### src/rtl/lcd_bus_receiver.sv
// rtl/lcd_bus_receiver.sv - HD44780-style LCD write-bus responder with line buffer and "0xHH" frame decode.
// Optional: define LCD_RX_LOWERCASE_HEX_EN to accept 'a'-'f' as hex digits.
module lcd_bus_receiver #(
  parameter int  DEPTH      = 16,
  parameter int  PREFIX_POS = 8,
  parameter int  HEX_HI_POS = 10,
  parameter int  HEX_LO_POS = 11,
  localparam int AW         = $clog2(DEPTH)
) (
  input  logic          clk,
  input  logic          rst,
  input  logic [7:0]    lcd_data,
  input  logic          lcd_rs,
  input  logic          lcd_rw,
  input  logic          lcd_en,
  output logic          busy,
  input  logic [AW-1:0] char_rd_addr,
  output logic [7:0]    char_rd_data,
  output logic [AW-1:0] cur_addr,
  output logic          frame_done,
  output logic [7:0]    byte_out,
  output logic          byte_valid,
  output logic          decode_err,
  output logic          proto_err
);

  typedef enum logic [2:0] {
    S_IDLE,
    S_EXEC,
    S_CHECK,
    S_DECODE,
    S_CLEAR
  } state_t;

  localparam logic [AW-1:0] LAST_IDX = AW'(DEPTH - 1);
  localparam logic [AW-1:0] PFX0_IDX = AW'(PREFIX_POS);
  localparam logic [AW-1:0] PFX1_IDX = AW'(PREFIX_POS + 1);
  localparam logic [AW-1:0] HI_IDX   = AW'(HEX_HI_POS);
  localparam logic [AW-1:0] LO_IDX   = AW'(HEX_LO_POS);

  state_t        state_q, state_d;
  logic [AW-1:0] cur_addr_q, cur_addr_d;
  logic [AW-1:0] clr_idx_q, clr_idx_d;
  logic [7:0]    cmd_data_q, cmd_data_d;
  logic          cmd_rs_q, cmd_rs_d;
  logic          cmd_rw_q, cmd_rw_d;
  logic          prefix_ok_q, prefix_ok_d;
  logic [7:0]    byte_out_q, byte_out_d;
  logic          frame_done_q, frame_done_d;
  logic          byte_valid_q, byte_valid_d;
  logic          decode_err_q, decode_err_d;
  logic          proto_err_q, proto_err_d;
  logic [7:0]    char_rd_data_q;

  logic          en_q, rs_q, rw_q, armed_q;
  logic [7:0]    data_q;
  logic          strobe;

  logic [7:0]    mem_q [DEPTH];
  logic          wr_en;
  logic [AW-1:0] wr_addr;
  logic [7:0]    wr_data;
  logic [4:0]    hi_nib, lo_nib;

  // Bit 4 of the result flags a valid hex character; bits 3:0 carry the nibble.
  function automatic logic [4:0] hex_nib(input logic [7:0] c);
    logic [4:0] r;
    r = 5'h00;
    if (c >= 8'h30 && c <= 8'h39) begin
      r = {1'b1, c[3:0]};
    end else if (c >= 8'h41 && c <= 8'h46) begin
      r = {1'b1, c[3:0] + 4'd9};
    end
`ifdef LCD_RX_LOWERCASE_HEX_EN
    else if (c >= 8'h61 && c <= 8'h66) begin
      r = {1'b1, c[3:0] + 4'd9};
    end
`endif
    return r;
  endfunction

  assign hi_nib = hex_nib(mem_q[HI_IDX]);
  assign lo_nib = hex_nib(mem_q[LO_IDX]);

  // armed_q blocks a strobe from an EN level that was already high across reset.
  assign strobe = armed_q & en_q & ~lcd_en;

  always_comb begin
    state_d      = state_q;
    cur_addr_d   = cur_addr_q;
    clr_idx_d    = clr_idx_q;
    cmd_data_d   = cmd_data_q;
    cmd_rs_d     = cmd_rs_q;
    cmd_rw_d     = cmd_rw_q;
    prefix_ok_d  = prefix_ok_q;
    byte_out_d   = byte_out_q;
    frame_done_d = 1'b0;
    byte_valid_d = 1'b0;
    decode_err_d = 1'b0;
    proto_err_d  = 1'b0;
    wr_en        = 1'b0;
    wr_addr      = cur_addr_q;
    wr_data      = cmd_data_q;

    if (strobe && state_q != S_IDLE) begin
      proto_err_d = 1'b1;
    end

    case (state_q)
      S_IDLE: begin
        if (strobe) begin
          cmd_data_d = data_q;
          cmd_rs_d   = rs_q;
          cmd_rw_d   = rw_q;
          state_d    = S_EXEC;
        end
      end
      S_EXEC: begin
        state_d = S_IDLE;
        if (cmd_rw_q) begin
          proto_err_d = 1'b1;
        end else if (cmd_rs_q) begin
          wr_en      = 1'b1;
          cur_addr_d = cur_addr_q + AW'(1);
          if (cur_addr_q == LAST_IDX) begin
            frame_done_d = 1'b1;
            state_d      = S_CHECK;
          end
        end else if (cmd_data_q == 8'h01) begin
          cur_addr_d = '0;
          clr_idx_d  = '0;
          state_d    = S_CLEAR;
        end else if (cmd_data_q == 8'h02) begin
          cur_addr_d = '0;
        end else if (cmd_data_q[7]) begin
          cur_addr_d = cmd_data_q[AW-1:0];
        end else begin
          proto_err_d = 1'b1;
        end
      end
      S_CHECK: begin
        prefix_ok_d = (mem_q[PFX0_IDX] == 8'h30) && (mem_q[PFX1_IDX] == 8'h78);
        state_d     = S_DECODE;
      end
      S_DECODE: begin
        if (prefix_ok_q && hi_nib[4] && lo_nib[4]) begin
          byte_out_d   = {hi_nib[3:0], lo_nib[3:0]};
          byte_valid_d = 1'b1;
        end else begin
          decode_err_d = 1'b1;
        end
        state_d = S_IDLE;
      end
      S_CLEAR: begin
        wr_en     = 1'b1;
        wr_addr   = clr_idx_q;
        wr_data   = 8'h20;
        clr_idx_d = clr_idx_q + AW'(1);
        if (clr_idx_q == LAST_IDX) begin
          clr_idx_d = '0;
          state_d   = S_IDLE;
        end
      end
      default: state_d = S_IDLE;
    endcase
  end

  always_ff @(posedge clk) begin
    if (rst) begin
      state_q        <= S_CLEAR;
      cur_addr_q     <= '0;
      clr_idx_q      <= '0;
      cmd_data_q     <= 8'h00;
      cmd_rs_q       <= 1'b0;
      cmd_rw_q       <= 1'b0;
      prefix_ok_q    <= 1'b0;
      byte_out_q     <= 8'h00;
      frame_done_q   <= 1'b0;
      byte_valid_q   <= 1'b0;
      decode_err_q   <= 1'b0;
      proto_err_q    <= 1'b0;
      char_rd_data_q <= 8'h00;
      en_q           <= 1'b0;
      rs_q           <= 1'b0;
      rw_q           <= 1'b0;
      data_q         <= 8'h00;
      armed_q        <= 1'b0;
    end else begin
      state_q        <= state_d;
      cur_addr_q     <= cur_addr_d;
      clr_idx_q      <= clr_idx_d;
      cmd_data_q     <= cmd_data_d;
      cmd_rs_q       <= cmd_rs_d;
      cmd_rw_q       <= cmd_rw_d;
      prefix_ok_q    <= prefix_ok_d;
      byte_out_q     <= byte_out_d;
      frame_done_q   <= frame_done_d;
      byte_valid_q   <= byte_valid_d;
      decode_err_q   <= decode_err_d;
      proto_err_q    <= proto_err_d;
      char_rd_data_q <= mem_q[char_rd_addr];
      en_q           <= lcd_en;
      rs_q           <= lcd_rs;
      rw_q           <= lcd_rw;
      data_q         <= lcd_data;
      armed_q        <= armed_q | ~lcd_en;
    end
  end

  always_ff @(posedge clk) begin
    if (wr_en && !rst) begin
      mem_q[wr_addr] <= wr_data;
    end
  end

  assign busy         = (state_q != S_IDLE);
  assign char_rd_data = char_rd_data_q;
  assign cur_addr     = cur_addr_q;
  assign frame_done   = frame_done_q;
  assign byte_out     = byte_out_q;
  assign byte_valid   = byte_valid_q;
  assign decode_err   = decode_err_q;
  assign proto_err    = proto_err_q;

endmodule

### config.mk
export PLATFORM = sky130hd
export DESIGN_NAME = lcd_bus_receiver
export DESIGN_NICKNAME = d
export VERILOG_FILES = /design/src/rtl/lcd_bus_receiver.sv
export SDC_FILE = /design/constraint.sdc
export NUM_CORES = 1
export LEC_CHECK = 0
export CORE_ASPECT_RATIO = 2
export CORE_MARGIN = 5
export CORE_UTILIZATION = 57
export CTS_CLUSTER_DIAMETER = 60
export DETAILED_ROUTE_END_ITERATION = 10
export PLACE_DENSITY_LB_ADDON = 0.1
export SYNTH_ARGS = -nofsm -noshare
export SYNTH_HDL_FRONTEND = slang
export SYNTH_SLANG_ARGS = --single-unit
### constraint.sdc
create_clock -name clk -period 4.4 [get_ports clk]
set_clock_uncertainty 0.05 [all_clocks]
set_input_delay 0.88 -clock clk [delete_from_list [all_inputs] [get_ports clk]]
set_output_delay 0.88 -clock clk [all_outputs]
set_load 0.05 [all_outputs]
Word level (Yosys, flattened, before mapping)
Memories as Yosys holds them, arrays and structs flattened. A register that Yosys moved wholly into a read port is not among the register bits.
Cells that the tools add are included.

operators by class
  add/sub/neg operators = 4
  order comparisons = 8
  equality and inequality tests = 15
  muxes and demuxes = 37
  bitwise operators = 8
  reductions and logical operators = 21

operators by type and width
  kind                                                                    number
  4-bit two-way mux                                                       9
  5-bit two-way mux                                                       4
  8-bit by 6-bit >= comparator with 1-bit output (second input constant)  2
  8-bit by 7-bit >= comparator with 1-bit output (second input constant)  2
  8-bit by 6-bit <= comparator with 1-bit output (second input constant)  2
  8-bit by 7-bit <= comparator with 1-bit output (second input constant)  2
  3-bit two-way mux                                                       5
  1-bit two-way mux                                                       14
  3-bit case mux with 4 select lines                                      1
  2-bit inequality test (second input constant)                           5
  1-bit logical AND                                                       9
  4-bit by 1-bit adder with 4-bit output (second input constant)          2
  4-bit adder (second input constant)                                     2
  4-bit equality test (second input constant)                             2
  8-bit by 1-bit equality test with 1-bit output (second input constant)  1
  8-bit by 2-bit equality test with 1-bit output (second input constant)  1
  8-bit by 6-bit equality test with 1-bit output (second input constant)  1
  8-bit by 7-bit equality test with 1-bit output (second input constant)  1
  8-bit two-way mux                                                       1
  4-bit case mux with 2 select lines                                      1
  3-bit by 2-bit equality test with 1-bit output (second input constant)  2
  2-bit AND reduction                                                     3
  1-bit inverter                                                          5
  4-bit AND reduction                                                     1
  other kinds (14)                                                        15

word-level totals
  register bits = 46
  RAM bits = 128
  output and inout port bits = 25
  logic and storage cells = 111
  memories kept = 1

memories
  memory  words  bits a word  rd ports  clocked after Yosys merged registers in  write ports  line  source
  mem_q   16     8            5         1                                        1            59    logic [7:0] mem_q [DEPTH];

Depth between registers and ports, before layout
  depth in word-level cells = 10
  gate-level depth with buffers = 8
  mapped depth without buffers = 7

Worst setup path before layout
Ideal clock, no wire load.

  path type = input port to flip-flop
  start point = in char_rd_addr[0]
  end point = reg char_rd_data_q[3], in the netlist char_rd_data[3], read port of mem_q
  arrival time = 2.497 ns
  data required time = 4.222 ns
  path slack = 1.725 ns
  cell stages on the path = 5
  path buffers = 2
  cell sequence = clkbuf_1 > buf_2 > mux4_2 > mux4_2 > nor2b_1

RTL lines
  element      line  source
  from (decl)  17    input logic [AW-1:0] char_rd_addr,
  to (decl)    53    logic [7:0] char_rd_data_q;

Worst setup path in the final report
  start point = reg state_q[1]
  end point = out busy

on the way
  cells in the longest elaborated chain, start to end = 1

ends and longest elaborated chain
  element                 line  source
  from (decl)             41    state_t state_q, state_d;
  from (signal assigned)  189   state_q <= state_d;
  3-bit nonzero test      216   assign busy = (state_q != S_IDLE);
  to (decl)               16    output logic busy,

No other way between the ends.

==> flow_summary.yaml <==
floorplan:
  die_area_um2: 15500
  rows: 59
  core_um2: 12800
  io_pins: 42
  die-height_um: 171
  die_x_um: 90.5
  start_util_pct: 57.5
grt:
  antenna_found_initial: 0
  grt_overflow: 0
  grtUsageMet1_pct: 25.5
  grt_pass1_wl_um: 25000
  use_met3_pct: 4.49
  grt_usage_pct: 21.8
  grt.busiest_layer: "met2"
  met2_usage_pct: 38.5
  grt_pass1_vias: 4275
  grt_max_degree: 56
timing:
  drv_slew: 0
  rsz0062_at_grt: "false"
  finalSetupTns_ns: 0
  clock.fmax_mhz: 327
  tightest_slew_ns: 1.13
  slew_headroom_pct: 24.7
  period_needed_ns: 3.06
  hold_viol_final: 0
  finalSetupViolations: 0
  post-route-period-util_pct: 69.5
setup_path:
  path_class: "flip-flop to output port"
  crit_path_start_kind: "flip-flop"
  crit_buf_inv: 2
  required_ns: 3.47
  crit_arrival_ns: 2.13
  crit_slowest_cell: "clkdlybuf4s50_1"
  slowest_delay_ns: 0.81
  crit_fanout: 11
  end_kind: "output port"
  cp_top_family: "buffers and inverters"
  crit_chain: "inv_1, nand2_1, clkdlybuf4s50_1"
synthesis:
  yosysWarningCount: 0
  synth_area_leader_cell: "edfxtp_1"
  syn_nets: 505
  synth_top_area_share_pct: 52.1
  synth_area_um2: 7380
  synth_async_sr_flop_share_pct: 0
  yosysMostFrequentCell: "edfxtp_1"
  synth_commonest_cells: "128 x edfxtp_1, 54 x dfxtp_1, 45 x nor2_1, 40 x mux4_2, 30 x nor2b_1"
  ys.flop_type: "edfxtp_1"
  synth_edf_count: 128
  synth-seq-cells: 182
  syn_avg_cell_area_um2: 15.4
  synth_cells: 480
  yosysSeqAreaShare_pct: 66.7
  synth_area_leaders: "edfxtp_1 52%, dfxtp_1 15%, mux4_2 12%, nor2b_1 2.5%, nor2_1 2.3%"
  ys_types: 52
status:
  status: "completed"
layout:
  area_growth_pct: 16.4
  drive_gt1_share_pct: 18.3
  diodes: 0
  layout.filler_cells: 913
  fin_area_um2: 8590
  layout.nets: 559
routing:
  vias: 4314
  via_per_inst: 6.17
  wl_um: 16000
  drc: 0
  first_pass_iters: 5
  wl_per_cell_um: 22.9
  ant_nets: 0
  first_iter_violations: 343
place:
  dp_hpwl_um: 10700
  dpl_cell_area_um2: 8020
  portBuffers: 41
  globalplace.congestion: 0.855
clock_network:
  clockBufferDepth: 2
  clock-sinks: 182
  cts.root.buffer_cell: "clkbuf_16"
  postCtsHoldBufs: 0
  h-tree-depth: 4
  clkLatencyLatePin_ns: 0.42
  cts_buffers: 17
  postCtsResizedCells: 0
  cts_tree: "yes"
  clk_pin_slew_ns: 0.07
  cts_setup_buffers: 0
power_and_ir_drop:
  ir_drop_v: 0.000409
  powerDensity_nw_per_um2: 398
  p_leak_nw: 3.01
job:
  cap_violations: 0
min_path:
  hold_class: "flip-flop to flip-flop"
## cell families (layout without fill, tap and decap cells)
| kind of cell | after synthesis | in the layout | share of synthesized area [%] |
|---|---|---|---|
| DFF | 182 | 182 | 66.7 |
| and+or+nand+nor | 136 | 136 | 10.3 |
| AOI/OAI and AO/OA | 71 | 71 | 6.20 |
| muxes | 51 | 51 | 13.7 |
| buffers and inverters | 31 | 98 | 1.66 |
| adders and majority gates | 8 | 8 | 1.36 |
| xor gates and xnor gates | 1 | 1 | 0.119 |
## sequential cells by signal, summed over array words and instances (netlist names), 3 cells and up
signal / flops
byte_out: 8
char_rd_data: 8
clr_idx_q: 4
cmd_data_q: 8
cur_addr: 4
data_q: 8
mem_q: 128
state_q: 3
## path summary, 6_finish.rpt
| kind | slack, ns | endpoint | depth (start not counted) | startpoint |
|---|---|---|---|---|
| max reg2reg | 1.61 | mem_q[5][6] | 6 | state_q[0] |
| min | 0.40 | armed_q | 2 | armed_q |
| min reg2reg | 0.40 | armed_q | 2 | armed_q |
| max | 1.34 | busy | 3 | state_q[1] |
## layout by cell type, fill, tap and decap left out, types with 9 or more instances in the layout
master and count:
a21oi_1 27, buf_4 15, clkbuf_16 17, clkdlybuf4s50_1 39
dfxtp_1 54, edfxtp_1 128, inv_1 9, mux2i_1 11
mux4_2 40, nand2_1 13, nor2_1 45, nor2b_1 30
o21ai_0 13
## area by class of cell
class	count	area [µm²]	share of cell area, %
Inverter	9	33.8	0.393
Timing Repair Buffer	57	533	6.20
Tap cell	152	190	2.21
Clock inverter	14	131	1.53
Clock buffer	18	439	5.11
Sequential cell	182	4920	57.3
Multi-Input combinational cell	267	2340	27.3
## stage by stage
step	setup slack [ns]	instances	hold WS [ns]	util [%]	total power [mW]
floorplan	1.73	480	0.376	-	1.96
global placement	1.52	667	0.383	62.5	2.01
detailed placement	1.46	667	0.401	62.5	2.01
CTS	1.32	699	0.410	66.9	3.44
global route	1.20	699	0.433	66.9	3.54
finish	1.34	699	0.403	66.9	3.42
## worst min-delay path, cell delays in order (launching register included)
cell	delay, ns
dfxtp_1	0.31
inv_1	0.05
a21oi_1	0.05
## power breakdown
| part | switching, mW | leakage (nW) | internal [mW] |
|---|---|---|---|
| sequential | 0.0100 | 1.81 | 1.83 |
| clock | 0.679 | 0.273 | 0.765 |
| combinational | 0.0699 | 0.921 | 0.0609 |
| total | 0.759 | 3.01 | 2.66 |
## metal layers
layer  wire, µm  part of all wire (%)
met1       5850                    37
met2       8710                    55
met3        853                   5.3
met4        566                   3.5
met5          0                     0
Note: power is estimated with default switching activity, not from simulation.
